**src/rtl/hazard_pkg.sv**
```systemverilog
// Purpose : shared types and constants for the Tuse/Tnew hazard scoreboard.
// Latency : n/a (types, constants and pure helper functions only).
// Backpr. : n/a.
package hazard_pkg;

    // Field widths of the shadow stage record. The top-level REG_W/TNEW_W
    // parameters must match these.
    localparam int SB_REG_W  = 5;
    localparam int SB_TNEW_W = 2;

    // Forwarding mux select codes, shared by the D and E stage muxes.
    typedef enum logic [1:0] {
        FWD_GRF = 2'd0,
        FWD_E   = 2'd1,
        FWD_M   = 2'd2,
        FWD_W   = 2'd3
    } fwd_sel_e;

    // Tuse per consumer class: cycles from D until the operand is needed.
    localparam logic [SB_TNEW_W-1:0] TUSE_BRANCH = 2'd0;  // beq / jr compare in D
    localparam logic [SB_TNEW_W-1:0] TUSE_ALU    = 2'd1;  // ALU operand in E
    localparam logic [SB_TNEW_W-1:0] TUSE_STORE  = 2'd2;  // sw data in M

    // Tnew per producer class: cycles after entering E until forwardable.
    localparam logic [SB_TNEW_W-1:0] TNEW_JAL  = 2'd0;
    localparam logic [SB_TNEW_W-1:0] TNEW_ALU  = 2'd1;
    localparam logic [SB_TNEW_W-1:0] TNEW_LOAD = 2'd2;

    // Destination/source info shadowed through E, M and W.
    typedef struct packed {
        logic                 valid;
        logic [SB_REG_W-1:0]  dst;
        logic                 wen;
        logic [SB_TNEW_W-1:0] tnew;
        logic [SB_REG_W-1:0]  rs;
        logic [SB_REG_W-1:0]  rt;
        logic                 md_start;
        logic                 md_div;
    } stage_t;

    // Tnew after one pipeline advance, saturating at zero.
    function automatic logic [SB_TNEW_W-1:0] tnew_step(input logic [SB_TNEW_W-1:0] t);
        return (t == '0) ? '0 : t - 1'b1;
    endfunction

    // A stage produces register r; $0 is never produced.
    function automatic logic stage_writes(input stage_t s, input logic [SB_REG_W-1:0] r);
        return s.valid & s.wen & (s.dst == r) & (r != '0);
    endfunction

endpackage

```
**src/rtl/md_busy_tracker.sv**
```systemverilog
// Purpose : busy tracker for the multi-cycle multiply/divide unit.
// Latency : busy asserts combinationally while the start is in E, counter loads as it leaves E.
// Backpr. : none; the scoreboard stalls HI/LO users while busy.
// Ports   : clk, reset (sync, active-high), i_e_md_start / i_e_md_div (valid E-stage
//           start and its divide flag), o_md_busy.
module md_busy_tracker #(
    parameter int MULT_CYCLES = 5,
    parameter int DIV_CYCLES  = 10
) (
    input  logic clk,
    input  logic reset,
    input  logic i_e_md_start,
    input  logic i_e_md_div,
    output logic o_md_busy
);

    localparam int MAX_CYCLES = (MULT_CYCLES > DIV_CYCLES) ? MULT_CYCLES : DIV_CYCLES;
    localparam int CNT_W      = $clog2(MAX_CYCLES + 1);

    logic [CNT_W-1:0] r_cnt;

    always_ff @(posedge clk) begin
        if (reset) begin
            r_cnt <= '0;
        end else if (i_e_md_start) begin
            r_cnt <= i_e_md_div ? CNT_W'(DIV_CYCLES) : CNT_W'(MULT_CYCLES);
        end else if (r_cnt != '0) begin
            r_cnt <= r_cnt - 1'b1;
        end
    end

    // The start sitting in E counts as busy so a HI/LO access right behind
    // it is held before the counter has been loaded.
    assign o_md_busy = (r_cnt != '0) | i_e_md_start;

endmodule

```
**src/rtl/hazard_scoreboard.sv**
```systemverilog
// Purpose : Tuse/Tnew stall and forwarding controller for the 5-stage pipeline.
// Latency : stall/fwd/md_busy combinational from D inputs and registered E/M/W shadow state.
// Backpr. : stall freezes PC and D and injects a bubble into E.
// Ports   : clk, reset (sync, active-high); D-stage decode info (d_rs/d_rt with use
//           and tuse, d_dst/d_wen/d_tnew, d_md_start/d_md_div/d_md_access);
//           outputs stall, fwd_rs_d/fwd_rt_d/fwd_rs_e/fwd_rt_e (2-bit codes),
//           fwd_rt_m, md_busy.
module hazard_scoreboard
    import hazard_pkg::*;
#(
    parameter int REG_W       = SB_REG_W,
    parameter int TNEW_W      = SB_TNEW_W,
    parameter int MULT_CYCLES = 5,
    parameter int DIV_CYCLES  = 10
) (
    input  logic              clk,
    input  logic              reset,
    input  logic [REG_W-1:0]  d_rs,
    input  logic [REG_W-1:0]  d_rt,
    input  logic              d_rs_use,
    input  logic              d_rt_use,
    input  logic [TNEW_W-1:0] d_rs_tuse,
    input  logic [TNEW_W-1:0] d_rt_tuse,
    input  logic [REG_W-1:0]  d_dst,
    input  logic              d_wen,
    input  logic [TNEW_W-1:0] d_tnew,
    input  logic              d_md_start,
    input  logic              d_md_div,
    input  logic              d_md_access,
    output logic              stall,
    output logic [1:0]        fwd_rs_d,
    output logic [1:0]        fwd_rt_d,
    output logic [1:0]        fwd_rs_e,
    output logic [1:0]        fwd_rt_e,
    output logic              fwd_rt_m,
    output logic              md_busy
);

    stage_t r_e, r_m, r_w;
    stage_t w_d;
    logic   w_rs_hz, w_rt_hz, w_md_hz, w_md_busy;

    // Nearest producer wins. A not-yet-ready nearest producer selects GRF
    // rather than falling through to an older, stale copy; the stall logic
    // or a later forwarding point supplies the right value.
    function automatic logic [1:0] fwd_pick(input logic [SB_REG_W-1:0] r,
                                            input stage_t e, input stage_t m, input stage_t w);
        logic [1:0] sel;
        sel = FWD_GRF;
        if (stage_writes(e, r))
            sel = (e.tnew == '0) ? FWD_E : FWD_GRF;
        else if (stage_writes(m, r))
            sel = (m.tnew == '0) ? FWD_M : FWD_GRF;
        else if (stage_writes(w, r))
            sel = (w.tnew == '0) ? FWD_W : FWD_GRF;
        return sel;
    endfunction

    always_comb begin
        w_d          = '0;
        w_d.valid    = 1'b1;
        w_d.dst      = d_dst;
        w_d.wen      = d_wen;
        w_d.tnew     = d_tnew;
        w_d.rs       = d_rs;
        w_d.rt       = d_rt;
        w_d.md_start = d_md_start;
        w_d.md_div   = d_md_div;
    end

    always_ff @(posedge clk) begin
        if (reset) begin
            r_e <= '0;
            r_m <= '0;
            r_w <= '0;
        end else begin
            r_e      <= stall ? '0 : w_d;
            r_m      <= r_e;
            r_m.tnew <= tnew_step(r_e.tnew);
            r_w      <= r_m;
            r_w.tnew <= '0;   // anything in W is already in the writeback register
        end
    end

    md_busy_tracker #(
        .MULT_CYCLES (MULT_CYCLES),
        .DIV_CYCLES  (DIV_CYCLES)
    ) u_md_busy (
        .clk          (clk),
        .reset        (reset),
        .i_e_md_start (r_e.valid & r_e.md_start),
        .i_e_md_div   (r_e.md_div),
        .o_md_busy    (w_md_busy)
    );

    // E and M are checked independently: either one still being too far
    // from its result is enough to hold the consumer in D.
    always_comb begin
        w_rs_hz = d_rs_use &
                  ((stage_writes(r_e, d_rs) & (r_e.tnew > d_rs_tuse)) |
                   (stage_writes(r_m, d_rs) & (r_m.tnew > d_rs_tuse)));
        w_rt_hz = d_rt_use &
                  ((stage_writes(r_e, d_rt) & (r_e.tnew > d_rt_tuse)) |
                   (stage_writes(r_m, d_rt) & (r_m.tnew > d_rt_tuse)));
        w_md_hz = (d_md_access | d_md_start) & w_md_busy;
    end

    assign stall    = w_rs_hz | w_rt_hz | w_md_hz;
    assign md_busy  = w_md_busy;

    assign fwd_rs_d = fwd_pick(d_rs, r_e, r_m, r_w);
    assign fwd_rt_d = fwd_pick(d_rt, r_e, r_m, r_w);
    // E consumers only look at older stages; an empty stage never matches.
    assign fwd_rs_e = fwd_pick(r_e.rs, '0, r_m, r_w);
    assign fwd_rt_e = fwd_pick(r_e.rt, '0, r_m, r_w);
    assign fwd_rt_m = stage_writes(r_w, r_m.rt);

endmodule
```
**config.mk**
```make
export PLATFORM = sky130hd
export DESIGN_NAME = hazard_scoreboard
export DESIGN_NICKNAME = d
export VERILOG_FILES = /design/src/rtl/hazard_pkg.sv /design/src/rtl/md_busy_tracker.sv /design/src/rtl/hazard_scoreboard.sv
export SDC_FILE = /design/constraint.sdc
export NUM_CORES = 1
export LEC_CHECK = 0
export CAP_MARGIN = 20
export CELL_PAD_IN_SITES_DETAIL_PLACEMENT = 0
export CELL_PAD_IN_SITES_GLOBAL_PLACEMENT = 1
export CORE_MARGIN = 2
export CORE_UTILIZATION = 30
export DETAILED_ROUTE_END_ITERATION = 8
export GPL_TIMING_DRIVEN = 0
export HOLD_SLACK_MARGIN = 0.06
export PLACE_DENSITY = 0.67
export SLEW_MARGIN = 40
export SYNTH_ARGS = -nofsm -noshare
export SYNTH_HDL_FRONTEND = slang
export SYNTH_SLANG_ARGS = --single-unit
```
**constraint.sdc**
```tcl
create_clock -name clk -period 1.9 [get_ports clk]
set_clock_uncertainty 0.1 [all_clocks]
set_input_delay 0.19 -clock clk [delete_from_list [all_inputs] [get_ports clk]]
set_output_delay 0.19 -clock clk [all_outputs]
set_load 0.01 [all_outputs]
```
==> reports/metrics.csv, run 1 <==
stage;metric;value;unit
status;status;finished, violations left;
status;failing checks;negative setup slack;
power_and_ir_drop;clock power share;21.4;%
setup_path;critical-path cell list;xor2_1 > nor4_2 > o2111ai_2 > o2bb2ai_4 > or2_4 > buf_6;
detailed_routing;Initial DRT Pass Iterations;4;
grt;global-route wire length before repair;11490;um
setup_path;CP Capture Type;primary output;
placed_design;gpl congestion;0.8587;
setup_path;Critical Path Max Stage Delay;0.43;ns
yosys;Yosys cell types;37;
die;Die X;99.09;um
sta;Slew HR;46.21;%
sta;post-route setup slack;-0.3228;ns
cts;Sink Count;46;
sta;RSZ-0062 raised after global routing;yes;
grt;Total GRT Usage;15.20;%
yosys;Mapped Cells;290;
sta;final count of pins violating max slew;0;
grt;antenna violations before repair;0;
setup_path;Slowest cell on crit path;nor4_2;
die;Initial Utilization;30.95;%
yosys;FFs w/ async S/R, synth;0;%
sta;Worst Tran Pin Value;0.8068;ns
die;CORE AREA;0.008763;mm2
hold_path;worst hold path class;input port to flip-flop;
setup_path;CP Data Required Time;1.61;ns
detailed_routing;vias per std cell;4.784;
power_and_ir_drop;Leakage;0.001612;uW
yosys;Mapped Area;0.002713;mm2
detailed_routing;drt drc;0;
setup_path;Worst setup SP type;flip-flop;
cts;Root Buffer;clkbuf_8;
cts;Worst-Skew Late Latency;0.30;ns
placed_design;DP HPWL;5145;um
detailed_routing;WL final;7558;um
final_layout;share of layout cells above drive strength 1;36.44;%
detailed_routing;Routed WL per cell;16.36;um
power_and_ir_drop;Psw;1357;uW
cts;CTS tree;yes;
final_layout;Area growth syn-to-layout;44.10;%
power_and_ir_drop;PwrDens;1028;mW/mm2
yosys;Post-synth EDFFs;0;
final_layout;commonest non-fill, non-tap cell in the layout;xor2_1;
cts;CTS Buf Count;5;
setup_path;CP max FO;3;
die;Ports;40;
sta;FMAX;449.9;MHz
final_layout;commonest cells after routing, fill and taps aside;xor2_1, dfxtp_1, nor2b_1;
grt;largest net degree at the start of global routing;16;
die;Placement Rows;34;
yosys;average cell area after synthesis;9.354;um2
final_layout;antenna diode count;0;
cts;clock tree buffer depth;2;
yosys;synth warn;0;
sta;Tcrit/Tclk final;117.0;%
setup_path;CP Data Arrival Time;1.93;ns
yosys;FF+latch count, synth;46;
power_and_ir_drop;Net Sw Frac;33.79;%
job;Max-Cap Viols;0;
yosys;Most used DFF post-synth;dfxtp_1;
final_layout;utilization after layout;44.60;%
sta;shortest period the worst path allows;2.223;ns
power_and_ir_drop;Power Total;4017;uW
setup_path;internal reg-to-reg setup slack;-0.30;ns
yosys;Seq/Total Area, Yosys;33.95;%
setup_path;Setup Crit Path Kind;flip-flop to primary output;
detailed_routing;DR iter-0 viols;78;
power_and_ir_drop;Logic pwr share;44.3;%
cts;Worst-path clk slew;0.09;ns
sta;final setup violation count;29;
final_layout;final net count;393;
yosys;Synth Net Count;330;
power_and_ir_drop;cell-internal power;2660;uW
sta;Final Hold Fails;0;
detailed_routing;vias;2210;
die;height of the chip;99.09;um
placed_design;port bufs;38;
sta;post-route setup TNS;-5.735;ns
grt;GR Overflow Total;0;
grt;vias in the first global route;2221;
power_and_ir_drop;Max IR drop VDD;448.1;uV
power_and_ir_drop;sequential power share;34.2;%
detailed_routing;ANT nets after route;0;
die;Die Area;0.009819;mm2
cts;H-tree levels;2;
-- per-layer routing --
metal	wire, um	up-vias	track usage [%]
li1	-	1105	-
met2	3843	58	26.77
met5	0	-	0
met1	3348	1041	19.24
met3	274	6	2.600
met4	92	0	4.004
-- Yosys cell counts, types with 2 or more instances --
library cell  number  area, um2
a21oi_1            8      40.04
a221oi_1           2      17.52
buf_2              3      15.01
buf_6              4      45.04
clkbuf_1          10      37.54
clkbuf_2           2      10.01
dfxtp_1           46      920.9
ha_1              11      137.6
inv_1             21      78.83
mux2_2             2      22.52
nand2_1           18      67.56
nand3_1            6      30.03
nand4_1            5      31.28
nor2_1            18      67.56
nor2b_1           20      125.1
nor3_1             7      35.03
nor4_1             7      43.79
nor4_2            13      162.7
nor4b_1            4      35.03
nor4b_2            8      120.1
o2111a_1           2      22.52
o21a_1             2      15.01
or2_2              4      25.02
xnor2_1           22      192.7
xor2_1            33      289.0
-- timing repair --
action | CTS | global route
endpoints found under the setup margin | 32 | 32
resized for setup | 114 | 37
setup buffers | 19 | 5
hold buffers | 0 | 0
pin swaps | 24 | 24
cloned | 3 | 0
-- power by group through the flow --
| stage | combinational (uW) | clock (uW) | sequential, uW |
|---|---|---|---|
| 2_1_floorplan | 1050 | 0 | 1280 |
| 3_3_place_gp | 1390 | 0 | 1330 |
| 3_5_place_dp | 1400 | 0 | 1330 |
| 4_1_cts | 1700 | 878 | 1350 |
| 5_1_grt | 1950 | 920 | 1400 |
| 6_report | 1780 | 861 | 1380 |
-- layout make-up --
cell class	count	area, um2
plain buffers	10	105.1
clock buffers	5	68.82
clock inverters	3	68.82
fillers	825	4855
inverters	21	78.83
multi-input cells	204	1819
flip-flops and latches	46	970.9
well taps	108	135.1
repair buffers	65	661.9
-- through the flow --
step | setup slack (ns) | hold WS, ns | instances | instance area (um2)
after floorplan | 0.08705 | 0.2249 | 290 | 2713
after global placement | -0.9268 | 0.3098 | 436 | 3228
after detailed placement | -0.9393 | 0.3095 | 436 | 3228
after CTS | -0.3091 | 0.2006 | 460 | 3786
after global routing | -0.4338 | 0.2171 | 462 | 3909
final | -0.3228 | 0.2066 | 462 | 3909
-- sequential cells by signal, summed over array words and instances (netlist names) --
register,flops
r_m,14
r_e,21
u_md_busy.r_cnt,4
r_w,7
-- worst max-delay path, delay by kind of cell, from the launching register on --
kind / cells / cell delay [ns]
buffers and inverters: 1 / 0.09
DFF: 1 / 0.37
AOI/OAI and AO/OA: 2 / 0.43
xor gates and xnor gates: 1 / 0.17
and+or+nand+nor: 2 / 0.57
-- logic make-up after synthesis --
family / count (synthesis) / synth area share (%)
simple gates: 115 / 29.38
mux: 2 / 0.8302
xor+xnor: 55 / 17.76
fa+ha+maj: 11 / 5.074
buf+inv: 40 / 6.873
compound gates: 21 / 6.135
flops: 46 / 33.95
-- worst paths after layout --
kind,startpoint,depth (start not counted),to
max,r_e[16],6,stall
min,reset,2,r_w[17]
max reg2reg,r_e[16],9,r_e[2]
min reg2reg,r_e[12],1,r_m[12]
No activity file was read; power rests on OpenSTA's default activity.
==> inputs of run 2 (changes only) <==
ABC_CLOCK_PERIOD_IN_PS = 1900   (was not set)
CTS_CLUSTER_DIAMETER = 150   (was not set)
SLEW_MARGIN = not set   (was 40)
==> results of run 2 <==
Same layout as run 1: the final DEF is identical, and so are final timing and power.
==> inputs of run 3 (changes only) <==
CORE_MARGIN = 4   (was 2)
==> reports/metrics.csv, run 3 (synthesis results as in run 1) <==
stage;metric;value;unit;change
sta;Worst Tran Pin Value;0.9085;ns;+0.1017 ns
status;failing checks;negative setup slack;;
status;status;finished, violations left;;
placed_design;gpl congestion;0.8926;;+3.9%
final_layout;commonest non-fill, non-tap cell in the layout;xor2_1;;
die;Placement Rows;34;;unchanged
power_and_ir_drop;PwrDens;975.3;mW/mm2;-5.1%
setup_path;R2R depth;7;;-2
setup_path;Critical R2R Capture;r_e[17];;
setup_path;CP Data Required Time;1.61;ns;about the same
detailed_routing;ANT nets after route;0;;unchanged
grt;GR Layer Usage met2;24.62;%;-2.1 points
die;height of the chip;103.1;um;+4.0%
setup_path;internal reg-to-reg setup slack;-0.03;ns;+0.27 ns
final_layout;commonest cells after routing, fill and taps aside;xor2_1, dfxtp_1, inv_1, nor2b_1;;
setup_path;Setup Crit Path Kind;flip-flop to primary output;;
final_layout;Largest register FFs;21;;unchanged
cts;Sink Count;46;;unchanged
sta;post-route setup slack;-0.2614;ns;+0.06143 ns
cts;CTS Buf Count;5;;unchanged
sta;Tcrit/Tclk final;113.8;%;-3.2 points
placed_design;placed instance area;0.003228;mm2;unchanged
die;Die X;103.1;um;+4.0%
hold_path;worst hold path class;input port to flip-flop;;
die;Initial Utilization;30.95;%;unchanged
die;Die Area;0.01063;mm2;+8.2%
detailed_routing;vias;2185;;-1.1%
power_and_ir_drop;Leakage;0.001550;uW;-3.8%
grt;met3 GRT Util;2.097;%;-0.50 points
detailed_routing;drt drc;0;;unchanged
placed_design;port bufs;38;;unchanged
sta;FMAX;462.7;MHz;+2.8%
cts;H-tree levels;2;;unchanged
job;Max-Cap Viols;0;;unchanged
hold_path;Worst Hold Launch;reset;;
final_layout;Area growth syn-to-layout;42.44;%;
setup_path;Worst setup SP type;flip-flop;;
detailed_routing;Routed WL per cell;16.55;um;+1.2%
grt;antenna violations before repair;0;;unchanged
placed_design;DP HPWL;5295;um;+2.9%
detailed_routing;vias per std cell;4.834;;+1.1%
cts;Root Buffer;clkbuf_8;;
final_layout;final net count;383;;-2.5%
sta;Final Hold Fails;0;;unchanged
cts;Worst-Skew Late Latency;0.30;ns;about the same
grt;largest net degree at the start of global routing;16;;unchanged
final_layout;antenna diode count;0;;unchanged
grt;Global Route met1 Usage;18.78;%;-0.45 points
detailed_routing;DR iter-0 viols;96;;+23%
setup_path;reg2reg start;r_e[16];;
setup_path;Critical path origin;r_m[17];;
grt;global-route wire length before repair;11650;um;+1.4%
sta;Slew HR;39.44;%;-6.8 points
final_layout;Final Cell Area;0.003864;mm2;-1.2%
grt;GR peak layer;met2;;
sta;final setup violation count;26;;-10%
cts;CTS tree;yes;;
power_and_ir_drop;Max IR drop VDD;386.9;uV;-14%
sta;RSZ-0062 raised after global routing;yes;;
setup_path;Setup crit end;fwd_rt_d[0];;
die;CORE AREA;0.008763;mm2;unchanged
detailed_routing;Initial DRT Pass Iterations;4;;unchanged
grt;GR Overflow Total;0;;unchanged
detailed_routing;WL final;7480;um;-1.0%
cts;clock tree buffer depth;2;;unchanged
setup_path;CP Capture Type;primary output;;
sta;shortest period the worst path allows;2.161;ns;-0.06143 ns
setup_path;CP Data Arrival Time;1.87;ns;-0.06 ns
grt;vias in the first global route;2234;;+0.59%
power_and_ir_drop;Power Total;3768;uW;-6.2%
sta;final count of pins violating max slew;0;;unchanged
grt;Total GRT Usage;14.44;%;-0.76 points
final_layout;share of layout cells above drive strength 1;35.17;%;-1.3 points
die;Ports;40;;unchanged
cts;Worst-path clk slew;0.09;ns;about the same
final_layout;Largest regs;r_e (21), r_m (14), r_w (7);;
final_layout;Biggest register;r_e;;
setup_path;CP max FO;4;;+1
## run 3: cell type report
cell class	count	area, um2
fill	840	4900
multi-input combinational	204	1914
sequential	46	967.2
timing repair buffer	55	549.3
tap	108	135.1
buffer	10	105.1
inverter	21	78.83
clock buffer	5	68.82
clock inverter	3	45.04
## run 3: where the power goes
group          total (uW)  switching [uW]  internal [uW]
Combinational        1670             800            867
Sequential           1370             224           1150
Clock                 728             337            391
## run 3: routing by layer
metal | wire (um) | vias up
met3 | 246 | 8
met2 | 3726 | 36
met5 | 0 | -
met4 | 117 | 0
li1 | - | 1085
met1 | 3390 | 1056
## run 3: worst min path at each step
| stage | to | slack (ns) | cells after the start |
|---|---|---|---|
| after floorplan | r_e[0] | 0.22 | 2 |
| after detailed placement | r_m[12] | 0.33 | 1 |
| after global routing | r_w[14] | 0.22 | 2 |
| after CTS | r_w[17] | 0.20 | 2 |
| final | r_w[14] | 0.21 | 2 |
| after global placement | r_m[12] | 0.33 | 1 |
## run 3: repair_timing
item                       CTS  global route
setup endpoints to repair   32            32
setup buffers               15             2
cloned                       1             1
pin swaps                   19            25
resized for setup          110            47
hold buffers                 0             0
## run 3: worst max-delay path, cell delays in order (launching register included)
cell     delay [ns]
dfxtp_4        0.39
buf_6          0.14
xor2_1         0.15
nor2_1         0.12
nand4_1        0.14
and4_1         0.23
mux2_4         0.27
buf_6          0.12
## run 3: stage by stage
stage | hold slack [ns] | std cells | util (%) | setup slack, ns | TNS (ns)
floorplan | 0.2249 | 290 | - | 0.08705 | 0
global placement | 0.3255 | 436 | 36.84 | -0.9439 | -15.59
detailed placement | 0.3280 | 436 | 36.84 | -0.9258 | -15.38
CTS | 0.2023 | 455 | 42.05 | -0.3319 | -6.805
global route | 0.2156 | 452 | 44.09 | -0.3224 | -4.142
finish | 0.2100 | 452 | 44.09 | -0.2614 | -1.550
